===== src/rtl/cdc_req_ack_ctrl.sv =====
// Source-side four-phase req/ack controller: holds a captured word on xfer_data,
// sequences xfer_req against the synchronized ack, counts transfers and flags stalls.
module cdc_req_ack_ctrl #(
    parameter int WIDTH   = 8,
    parameter int TIMEOUT = 255,
    parameter int CNT_W   = 16
) (
    input  logic             clk,
    input  logic             rst,
    input  logic             in_valid,
    input  logic [WIDTH-1:0] in_data,
    output logic             in_ready,
    output logic [WIDTH-1:0] xfer_data,
    output logic             xfer_req,
    input  logic             ack_sync,
    input  logic             err_clr,
    output logic             busy,
    output logic             timeout_err,
    output logic [CNT_W-1:0] xfer_count
);

    typedef enum logic [1:0] {
        IDLE = 2'd0,
        REQ  = 2'd1,
        DROP = 2'd2,
        ERR  = 2'd3
    } state_t;

    // Timer only has to reach TIMEOUT-1 before the FSM leaves for ERR.
    localparam int TW = (TIMEOUT < 2) ? 1 : $clog2(TIMEOUT);
    localparam logic [TW-1:0] T_LAST = (TIMEOUT == 0) ? {TW{1'b0}} : TW'(TIMEOUT - 1);

    state_t             state_q, state_d;
    logic [TW-1:0]      timer_q, timer_d;
    logic [WIDTH-1:0]   data_q, data_d;
    logic [CNT_W-1:0]   count_q, count_d;
    logic               timed_out_s;

    // A stale high ack from the previous handshake blocks a new acceptance.
    assign in_ready    = (state_q == IDLE) && !ack_sync;
    assign busy        = (state_q != IDLE);
    assign xfer_req    = (state_q == REQ);
    assign timeout_err = (state_q == ERR);
    assign xfer_data   = data_q;
    assign xfer_count  = count_q;
    assign timed_out_s = (TIMEOUT != 0) && (timer_q == T_LAST);

    // State register and datapath registers
    always_ff @(posedge clk) begin
        if (rst) begin
            state_q <= IDLE;
            timer_q <= {TW{1'b0}};
            data_q  <= {WIDTH{1'b0}};
            count_q <= {CNT_W{1'b0}};
        end else begin
            state_q <= state_d;
            timer_q <= timer_d;
            data_q  <= data_d;
            count_q <= count_d;
        end
    end

    // Next-state logic; an exit condition always takes priority over the timeout
    always_comb begin
        state_d = state_q;
        timer_d = timer_q;
        data_d  = data_q;
        count_d = count_q;
        case (state_q)
            IDLE: begin
                if (in_valid && in_ready) begin
                    data_d  = in_data;
                    timer_d = {TW{1'b0}};
                    state_d = REQ;
                end else begin
                    state_d = IDLE;
                end
            end
            REQ: begin
                if (ack_sync) begin
                    timer_d = {TW{1'b0}};
                    state_d = DROP;
                end else if (timed_out_s) begin
                    state_d = ERR;
                end else begin
                    timer_d = timer_q + TW'(1);
                end
            end
            DROP: begin
                if (!ack_sync) begin
                    count_d = count_q + CNT_W'(1);
                    state_d = IDLE;
                end else if (timed_out_s) begin
                    state_d = ERR;
                end else begin
                    timer_d = timer_q + TW'(1);
                end
            end
            ERR: begin
                if (err_clr && !ack_sync) begin
                    state_d = IDLE;
                end else begin
                    state_d = ERR;
                end
            end
            default: begin
                state_d = IDLE;
            end
        endcase
    end

endmodule


===== config.mk =====
export PLATFORM = sky130hd
export DESIGN_NAME = cdc_req_ack_ctrl
export DESIGN_NICKNAME = d
export VERILOG_FILES = /design/src/rtl/cdc_req_ack_ctrl.sv
export SDC_FILE = /design/constraint.sdc
export NUM_CORES = 1
export LEC_CHECK = 0
export BUFFER_PORTS_ARGS = -buffer_cell sky130_fd_sc_hd__buf_2
export CAP_MARGIN = 40
export CORE_ASPECT_RATIO = 0.8
export CORE_MARGIN = 3
export CORE_UTILIZATION = 45
export CTS_CLUSTER_SIZE = 10
export DETAILED_ROUTE_END_ITERATION = 8
export PLACE_DENSITY = 0.7
export RECOVER_POWER = 25
export SLEW_MARGIN = 20
export SYNTH_ARGS = -nofsm -noshare
export SYNTH_HDL_FRONTEND = slang
export SYNTH_SLANG_ARGS = --single-unit

===== constraint.sdc =====
create_clock -name clk -period 1.95 [get_ports clk]
set_input_delay 0.195 -clock clk [delete_from_list [all_inputs] [get_ports clk]]
set_output_delay 0.195 -clock clk [all_outputs]
set_load 0.01 [all_outputs]

==> key figures, run 1 <==
STA
  – Worst-Margin Slew: just under 500 ps
  – Slew Viols, Final: 0
  – Min Clock Period, post-route: 1810 ps
  – Final setup viols: 0
  – Final setup slack of the worst path: 136 ps
  – Fin crit share: between 90% and 100%
  – Max Clk Rate: 551 MHz
  – Skew final: 7.58 ps
  – Max-slew headroom: 67.4%
  – RSZ-0062 raised after global routing: false
  – Final Hold Viols: 0
  – Final TNS setup: 0 ps

Logic synthesis
  – Mux contribution to synthesized area: about 1.9%
  – Largest family of logic cells by synthesized area: simple AND/OR/NAND/NOR gates
  – Syn_nets: 217
  – Number of synthesized register bits: 34
  – Number of synthesized flops with an enable pin: 0
  – Synthesized instance count: roughly 200
  – Synthesized area per cell: 8.78 um^2
  – XOR/XNOR Fraction of Synth Area: 5.60%
  – Synth async-reset ratio: 0%
  – Count of different cell masters after synthesis: 44
  – Synthesis Warnings: 0
  – Adder-cell area share of the yosys netlist: 5.81%
  – Seq/Total Area, Yosys: 39.5%
  – Simple-gate share of the synthesized area: 26.8%
  – Cell area after synthesis: ~1700 um^2
  – Main synth FF type: dfxtp_1
  – Compound-Gate Fraction of Synth Area: 15.7%

Setup path
  – Crit. End Element: output port
  – Beginning of the critical path: state_q[1]
  – CP Class: reg2out
  – Largest stage delay on the critical path: 390 ps
  – Worst path arrival time: 1620 ps
  – RR Startpoint: state_q[0]
  – WP buf/inv: 3
  – Type of origin of the critical path: flop
  – Worst path required time: 1750 ps
  – CP Max Fanout: 9
  – Crit. path cell count: 5
  – Worst path slowest cell: dfxtp_1
  – Worst path cell trace: inv_1 -> ha_1 -> and2b_2 -> buf_4 -> buf_2
  – CP top delay family: buffers and inverters
  – Worst Reg-to-Reg Cells: 6

Global routing
  – First-pass GRT wire length: 6.21 mm
  – Pin count of the biggest net entering global routing: 26
  – Total global routing overflow: 0
  – Initial antenna violation count: 0
  – Total global-route track usage: 17.5%
  – Vias in the first global route: between 1000 and 1500

Placement
  – Pre-CTS setup slack: 109 ps
  – Placed Cells: between 200 and 300
  – IO Port Bufs: 40
  – Post-DP HPWL: 2.69 mm
  – Placer Congestion: a little over 0.8

Detailed routing
  – Vias after detailed routing: 1552
  – 1st-iter DRT viols: 90
  – # DRC: 0
  – Routed vias/inst: 5.52
  – Routed Antenna Nets: 0
  – Avg WL per Cell: 13.7 um
  – Final WL: 3.84 mm
  – Initial DRT Pass Iterations: 4

Cells and area
  – Register Area: between 600 and 700 um^2
  – Fin nets: 259
  – Fillcell total: 330
  – Inserted Diodes: 0
  – Area grow syn2layout: 20.6%
  – Multi-input logic area: slightly below 1000 um^2
  – Share of layout cells above drive strength 1: 19.7%
  – Number of standard cells in the final layout excluding fillers: 281

Run status
  – Outcome: completed

Min path
  – Hold WC Path Type: in2reg
  – Worst Hold Path Cells: 3
  – Hold_sp: in_data[1]

Floorplanning
  – Initial Util: 48.6%
  – Horiz. Die Dim: 75.2 um
  – Site Rows: 19
  – Core region area: 3540 um^2
  – Total I/O pin count: 41
  – Die Height: a little over 60 um
  – Die area: approximately 4600 um^2

Clock tree
  – Clock Sinks: 34
  – Worst-Skew Late Latency: 290 ps
  – Clk root buf: clkbuf_8
  – Clk slew on worst S/H paths: 80 ps
  – H-tree depth: 2
  – Post-CTS setup repair buffer count: 0
  – CTS tree: built
  – Clock tree buffer depth: 2
  – Cts bufs inserted: 5

Job
  – Number of max-cap violations: 0

Pwr
  – Largest vdd supply drop: 0.462 mV
  – Pwr Density: 776 nW/um^2
  – Pleak: between 0.7 and 0.8 nW
-- worst min-delay path, cell delays in order --
cell and delay, ps:
buf_2 90, nand3_1 50, a21oi_1 50
-- cell type report --
class	count	area share (%)
inverter	5	0.904
clock inverter	3	3.32
clock buffer	5	3.32
multi-input combinational	148	46.9
timing repair buffer	44	10.2
sequential	34	32.9
tap	42	2.53
-- placed cells by master, fill, tap and decap left out, types with 2 or more instances in the layout --
master / netlist / routed
a21oi_1: 19 / 19
dfxtp_1: 34 / 33
inv_1: 5 / 5
or3_1: 2 / 2
clkbuf_1: 4 / 15
o22ai_1: 2 / 2
a31oi_1: 2 / 2
bufinv_16: 0 / 2
xnor2_1: 6 / 6
nor2_1: 16 / 16
mux2_1: 2 / 2
clkbuf_8: 0 / 5
xor2_1: 5 / 5
buf_2: 3 / 25
a211oi_1: 4 / 4
o21ai_0: 5 / 5
nand3_1: 15 / 15
buf_4: 0 / 4
nand4_1: 11 / 11
ha_1: 8 / 8
and4_1: 4 / 4
and3_1: 3 / 3
nor3_1: 5 / 5
and2b_2: 2 / 2
nand2_1: 15 / 15
nor2b_1: 3 / 3
-- report_power, final --
part           total [mW]  internal [mW]  switching [mW]
Clock               0.785          0.512           0.273
Sequential          0.709          0.704         0.00539
Combinational       0.117         0.0479          0.0689
-- state kept, by name (all words and copies together), names as in the netlist --
name	flops
xfer_count	16
timer_q	8
xfer_data	8
state_q	2
-- logic make-up (layout without fill, tap and decap cells) --
group / after synthesis / count (layout)
flops: 34 / 34
mux: 3 / 3
buf+inv: 14 / 57
compound gates: 41 / 41
fa+ha+maj: 8 / 8
simple gates: 85 / 85
xor+xnor: 11 / 11
-- through the flow --
step           area, um^2  total power [mW]  hold slack [ps]  utilization, %
6_report             2080              1.61              152            58.6
4_1_cts              2080              1.63              149            58.7
3_5_place_dp         1940             0.840              444            54.9
3_3_place_gp         1940             0.839              442            54.9
5_1_grt              2080              1.67              166            58.6
2_1_floorplan        1720             0.800              343               -
-- routing by layer --
| layer | GRT usage (%) | up-vias | part of all wire [%] |
|---|---|---|---|
| li1 | - | 793 | - |
| met1 | 25.4 | 701 | 51 |
| met2 | 24.7 | 51 | 40 |
| met3 | 4.40 | 7 | 7.2 |
| met4 | 6.98 | 0 | 1.5 |
| met5 | 0 | - | 0 |
-- path summary, 6_finish.rpt --
| check | endpoint | slack [ps] |
|---|---|---|
| max | in_ready | 140 |
| min reg2reg | xfer_data[4] | 450 |
| min | xfer_data[1] | 150 |
| max reg2reg | timer_q[1] | 190 |
-- cells in the mapped netlist, drive strengths merged, types with 3 or more instances --
master | n | area, um^2
nand3 | 15 | 75.1
and4 | 4 | 35.0
inv | 5 | 18.8
nor2 | 16 | 60.1
xnor2 | 6 | 52.6
dfxtp | 34 | 681
a21oi | 19 | 95.1
nand4 | 11 | 68.8
a211oi | 5 | 42.5
clkbuf | 4 | 15.0
buf | 5 | 46.3
o21ai | 5 | 25.0
nor2b | 4 | 27.5
and3 | 3 | 18.8
ha | 8 | 100
xor2 | 5 | 43.8
nand2 | 15 | 56.3
nor3 | 5 | 25.0
-- repair_timing --
| action | CTS | global route |
|---|---|---|
| gates resized for setup | 0 | 3 |
| hold buffers | 0 | 0 |
| setup endpoints to repair | 0 | 7 |
No activity file was read; power rests on OpenSTA's default activity.
==> run 2, diff against run 1 <==
GPL_TIMING_DRIVEN = 0   (was not set)
==> key figures, run 2 (synthesis results as in run 1) <==
Global routing
  – Total global-route track usage: 17.8% (was 17.5%)
  – GR Util met2: 27.2% (was 24.7%)
  – M3 GR Usage: 5.38% (was 4.40%)
  – Total global routing overflow: 0 (unchanged)
  – First-pass GRT wire length: 6.29 mm (was 6.21 mm)
  – GR Layer Usage met1: 24.9% (was 25.4%)
  – Vias in the first global route: 1380 (was 1316)
  – Pin count of the biggest net entering global routing: 11 (was 26)
  – Initial antenna violation count: 0 (unchanged)
  – GRT Max-Usage Layer: met2 (was met1)

Floorplanning
  – Die area: 4610 um^2 (unchanged)
  – Core region area: 3540 um^2 (unchanged)
  – Horiz. Die Dim: 75.2 um (unchanged)
  – Total I/O pin count: 41 (unchanged)
  – Site Rows: 19 (unchanged)
  – Die Height: 61.3 um (unchanged)
  – Initial Util: 48.6% (unchanged)

Run status
  – Outcome: completed (unchanged)

Clock tree
  – # hold bufs at CTS: 0 (unchanged)
  – Clock tree buffer depth: 2 (unchanged)
  – Worst-Skew Late Latency: 280 ps (was 290 ps)
  – H-tree depth: 2 (unchanged)
  – Clk slew on worst S/H paths: 70 ps (was 80 ps)
  – Clk root buf: clkbuf_8 (unchanged)
  – Cts bufs inserted: 5 (unchanged)
  – Clock Sinks: 34 (unchanged)
  – CTS tree: built (unchanged)

Setup path
  – CP Class: reg2reg (was reg2out)
  – CP Max Fanout: 6 (was 9)
  – Reg2reg setup slack: 70 ps (was 190 ps)
  – Type of origin of the critical path: flop (unchanged)
  – Worst Reg-to-Reg Cells: 7 (was 6)
  – FF-to-FF End: timer_q[1] (unchanged)
  – RR Startpoint: state_q[0] (unchanged)
  – Worst path arrival time: 2090 ps (was 1620 ps)
  – Crit. End Element: flop (was output port)
  – Worst path required time: 2160 ps (was 1750 ps)

Job
  – Number of max-cap violations: 0 (unchanged)

STA
  – Max-slew headroom: 65.2% (was 67.4%)
  – Max Clk Rate: 532 MHz (was 551 MHz)
  – Skew final: 8.54 ps (was 7.58 ps)
  – Final setup viols: 0 (unchanged)
  – Min Clock Period, post-route: 1880 ps (was 1810 ps)
  – Slew Viols, Final: 0 (unchanged)
  – Worst hold slack: 160 ps (was 152 ps)
  – Worst-Margin Slew: 521 ps (was 488 ps)
  – Fin crit share: 96.3% (was 93.0%)
  – Final Hold Viols: 0 (unchanged)
  – Final TNS setup: 0 ps (unchanged)

Cells and area
  – Leading cell types in the layout, fill and taps excluded: 33 x dfxtp_1, 26 x buf_2, 19 x clkbuf_1, 19 x a21oi_1, 16 x nor2_1 (was 33 x dfxtp_1, 25 x buf_2, 19 x a21oi_1)
  – Max FFs per register: 16 (unchanged)
  – Inserted Diodes: 0 (unchanged)
  – Number of standard cells in the final layout excluding fillers: 286 (was 281)
  – Fin nets: 264 (was 259)
  – Fillcell total: 320 (was 330)
  – Register Area: 682 um^2 (unchanged)
  – Most common cell after layout, fill and taps aside: dfxtp_1 (unchanged)
  – Multi-input logic area: 986 um^2 (was 973 um^2)
  – Fin util: 59.2% (was 58.6%)
  – Area grow syn2layout: 21.8% (was 20.6%)
  – Share of layout cells above drive strength 1: 20.5% (was 19.7%)

Detailed routing
  – Routed Antenna Nets: 0 (unchanged)
  – Routed vias/inst: 5.52 (about the same)
  – Vias after detailed routing: 1578 (was 1552)
  – # DRC: 0 (unchanged)
  – Initial DRT Pass Iterations: 4 (unchanged)
  – Final WL: 3.98 mm (was 3.84 mm)
  – 1st-iter DRT viols: 90 (unchanged)
  – Avg WL per Cell: 13.9 um (was 13.7 um)

Placement
  – Post-DP HPWL: 2.78 mm (was 2.69 mm)
  – Placed Cells: 276 (was 273)
  – IO Port Bufs: 38 (was 40)
  – Placer Congestion: 0.790 (was 0.805)

Pwr
  – Pwr Density: 690 nW/um^2 (was 776 nW/um^2)
  – Largest vdd supply drop: 0.578 mV (was 0.462 mV)
  – Tot Pwr: 1.45 mW (was 1.61 mW)
  – Pleak: 0.799 nW (was 0.793 nW)

Min path
  – Hold_sp: in_data[4] (was in_data[1])
  – Hold Path Sink: xfer_data[4] (was xfer_data[1])
  – Hold WC Path Type: in2reg (unchanged)
  – Worst Hold Path Cells: 3 (unchanged)
==> run 2: cell types whose count changed in the layout (fill, tap and decap cells not counted), moves of 2 or more <==
cell and delta:
buf_4 -2, bufinv_16 -2, clkbuf_1 +4, clkbuf_8 +3, ha_1 -2, ha_2 +2
==> run 2: worst max-delay path by stage <==
stage	start	end	slack (ps)	cells past startpoint
after floorplan	state_q[0]	timer_q[1]	160	7
after global placement	state_q[0]	timer_q[4]	-90	7
after detailed placement	state_q[0]	timer_q[4]	-30	7
after CTS	state_q[0]	timer_q[1]	50	7
after global routing	state_q[0]	timer_q[1]	-10	7
final	state_q[0]	timer_q[1]	70	7
==> run 2: worst max-delay path, stage by stage (launching register included) <==
cell     delay [ps]
dfxtp_2         360
inv_1            80
ha_2            220
nor2b_2         160
buf_6           140
a211o_4         340
or3_1           350
a21oi_1         140
==> run 2: final cells by class <==
cell class	count	share of cell area, %
buffer	9	2.92
clock buffer	8	5.25
inverter	5	0.895
multi-input combinational	148	47.0
sequential	34	32.5
tap	42	2.51
timing repair buffer	40	8.89
==> run 2: per-layer routing <==
| layer | vias to the layer above | share of wire, % |
|---|---|---|
| met5 | - | 0 |
| met4 | 0 | 1.0 |
| li1 | 805 | - |
| met3 | 7 | 6.7 |
| met2 | 44 | 41 |
| met1 | 722 | 51 |
==> run 2: repair_timing <==
action / CTS / global route
endpoints found under the setup margin: 2 / 5
hold endpoints to repair: 0 / 0
buffers inserted: 0 / 2
resized for setup: 2 / 3
pin swaps: 0 / 1
==> run 2: per-stage QoR <==
stage	area, um^2	setup slack, ps
2_1_floorplan	1720	155
3_3_place_gp	1960	-90.0
3_5_place_dp	1960	-30.1
4_1_cts	2080	46.1
5_1_grt	2100	-12.3
6_report	2100	71.4
==> run 2: report_power, final <==
group | total, mW | switching (mW) | leakage, nW | internal (mW)
Combinational | 0.126 | 0.0727 | 0.466 | 0.0532
Clock | 0.610 | 0.254 | 0.0575 | 0.357
Sequential | 0.710 | 0.00576 | 0.275 | 0.704
Total | 1.45 | 0.332 | 0.799 | 1.11
==> run 3, diff against run 2 <==
CORE_ASPECT_RATIO = not set   (was 0.8)
REMOVE_ABC_BUFFERS = 1   (was not set)
SKIP_LAST_GASP = 1   (was not set)
==> key figures, run 3 (synthesis results as in run 1) <==
Detailed routing
  – Avg WL per Cell: 12.9 um (was 13.9 um)
  – Routed vias/inst: 5.40 (was 5.52)
  – Highest routed layer: met4 (unchanged)
  – Routed met1 length: 1.73 mm (was 2.03 mm)
  – Vias after detailed routing: 1512 (was 1578)
  – Met3 WL post-DR: 156 um (was 267 um)
  – 1st-iter DRT viols: 138 (was 90)
  – Routed Antenna Nets: 0 (unchanged)
  – Initial DRT Pass Iterations: 4 (unchanged)
  – Metal2 WL: 1.66 mm (was 1.64 mm)
  – # DRC: 0 (unchanged)
  – Final WL: 3.60 mm (was 3.98 mm)

Min path
  – Hold WC Path Type: in2reg (unchanged)

Clock tree
  – Clk root buf: clkbuf_8 (unchanged)
  – H-tree depth: 2 (unchanged)
  – Post-cts gate resize count: 0 (was 2)
  – # hold bufs at CTS: 0 (unchanged)
  – Worst-Skew Late Latency: 280 ps (about the same)
  – CTS tree: built (unchanged)
  – Clock Sinks: 34 (unchanged)
  – Post-CTS setup repair buffer count: 0 (unchanged)
  – Clk slew on worst S/H paths: 70 ps (about the same)
  – Clock tree buffer depth: 2 (unchanged)
  – Cts bufs inserted: 5 (unchanged)

Setup path
  – CP Class: reg2reg (unchanged)
  – Type of origin of the critical path: flop (unchanged)
  – Beginning of the critical path: state_q[0] (unchanged)
  – Crit. path cell count: 6 (was 7)
  – Crit. End Element: flop (unchanged)
  – Worst path slowest cell: dfxtp_2 (unchanged)
  – WP buf/inv: 1 (was 2)
  – Worst path arrival time: 2010 ps (was 2090 ps)
  – RR Startpoint: state_q[0] (unchanged)
  – CP top delay family: simple AND/OR/NAND/NOR gates (unchanged)
  – Largest stage delay on the critical path: 360 ps (about the same)
  – Worst path required time: 2160 ps (about the same)
  – FF-to-FF End: timer_q[1] (unchanged)
  – CP Max Fanout: 6 (unchanged)
  – Worst path cell trace: inv_1 -> ha_1 -> nor2b_4 -> a211o_4 -> or3_1 -> a21oi_1 (was inv_1 -> ha_2 -> nor2b_2 -> buf_6 -> a211o_4 -> or3_1 -> a21oi_1)
  – Reg2reg setup slack: 150 ps (was 70 ps)
  – Setup crit end: timer_q[1] (unchanged)
  – Worst Reg-to-Reg Cells: 6 (was 7)

Placement
  – Placed Cells: 273 (was 276)
  – IO Port Bufs: 40 (was 38)
  – Placer Congestion: 0.796 (was 0.790)
  – Post-DP HPWL: 2.53 mm (was 2.78 mm)

STA
  – Max-slew headroom: 54.6% (was 65.2%)
  – RSZ-0062 raised after global routing: false
  – Final TNS setup: 0 ps (unchanged)
  – Max Clk Rate: 557 MHz (was 532 MHz)
  – Worst hold slack: 159 ps (was 160 ps)
  – Final Hold Viols: 0 (unchanged)
  – Min Clock Period, post-route: 1800 ps (was 1880 ps)
  – Fin crit share: 92.1% (was 96.3%)
  – Worst-Margin Slew: 681 ps (was 521 ps)
  – Final setup viols: 0 (unchanged)
  – Slew Viols, Final: 0 (unchanged)
  – Skew final: 9.22 ps (was 8.54 ps)

Global routing
  – Total global-route track usage: 17.2% (was 17.8%)
  – Total global routing overflow: 0 (unchanged)
  – Vias in the first global route: 1353 (was 1380)
  – Pin count of the biggest net entering global routing: 38 (was 11)
  – First-pass GRT wire length: 5.98 mm (was 6.29 mm)
  – Initial antenna violation count: 0 (unchanged)

Pwr
  – Tot Pwr: 1.48 mW (was 1.45 mW)
  – Pleak: 0.763 nW (was 0.799 nW)
  – Largest vdd supply drop: 0.640 mV (was 0.578 mV)
  – Pwr Density: 728 nW/um^2 (was 690 nW/um^2)

Cells and area
  – Share of layout cells above drive strength 1: 17.9% (was 20.5%)
  – Area grow syn2layout: 17.7% (was 21.8%)
  – Number of standard cells in the final layout excluding fillers: 280 (was 286)
  – Inserted Diodes: 0 (unchanged)
  – Most common cell after layout, fill and taps aside: dfxtp_1 (unchanged)
  – Leading cell types in the layout, fill and taps excluded: 33 x dfxtp_1, 25 x buf_2, 19 x a21oi_1 (was 33 x dfxtp_1, 26 x buf_2, 19 x clkbuf_1, 19 x a21oi_1, 16 x nor2_1)
  – Fin util: 58.0% (was 59.2%)
  – Max FFs per register: 16 (unchanged)
  – Fillcell total: 341 (was 320)
  – Fin nets: 255 (was 264)

Run status
  – Outcome: completed (unchanged)

Floorplanning
  – Site Rows: 21 (was 19)
  – Core region area: 3490 um^2 (was 3540 um^2)
  – Die Height: 67.9 um (was 61.3 um)
  – Die area: 4600 um^2 (was 4610 um^2)
  – Horiz. Die Dim: 67.9 um (was 75.2 um)
  – Total I/O pin count: 41 (unchanged)
  – Initial Util: 49.3% (was 48.6%)

Job
  – Number of max-cap violations: 0 (unchanged)
-- run 3: changes by cell type in the layout (fill, tap and decap cells not counted), sizes merged --
cell / previous run / this run
clkbuf: 27 / 21
buf: 30 / 25
bufinv: 0 / 1
-- run 3: tightest hold or removal path: cells and delay by family --
family	cells	cell delay [ps]
compound gates	1	50
buf+inv	1	90
simple gates	1	50
-- run 3: power by group --
group | switching, mW | leakage, nW | internal, mW
sequential | 0.00556 | 0.275 | 0.704
clock | 0.247 | 0.0573 | 0.409
combinational | 0.0672 | 0.431 | 0.0421
-- run 3: worst min path at each step --
stage,start,to,slack (ps),depth (start not counted)
floorplan,rst,timer_q[1],260,1
global placement,xfer_data[0],xfer_data[0],440,2
detailed placement,xfer_data[5],xfer_data[5],440,2
CTS,in_data[4],xfer_data[4],150,3
global route,in_data[6],xfer_data[6],160,3
finish,in_data[4],xfer_data[4],160,3
-- run 3: routing by layer --
metal	GRT usage, %	vias to the layer above
met5	0	-
met4	7.44	0
met3	4.43	5
met2	27.5	28
met1	21.9	693
li1	-	786
-- run 3: area by class of cell --
cell class | count | area [um^2] | share of cell area, %
Clock buffer | 6 | 82.6 | 4.08
Clock inverter | 1 | 30.0 | 1.48
Inverter | 5 | 18.8 | 0.926
Multi-Input combinational cell | 148 | 973 | 48.1
Sequential cell | 34 | 682 | 33.7
Tap cell | 46 | 57.6 | 2.84
Timing Repair Buffer | 40 | 181 | 8.96
-- run 3: through the flow --
step	cell area, um^2	worst slack (ps)
floorplan	1660	221
global placement	1920	65.0
detailed placement	1920	51.8
CTS	2030	32.1
global route	2030	19.4
finish	2030	154
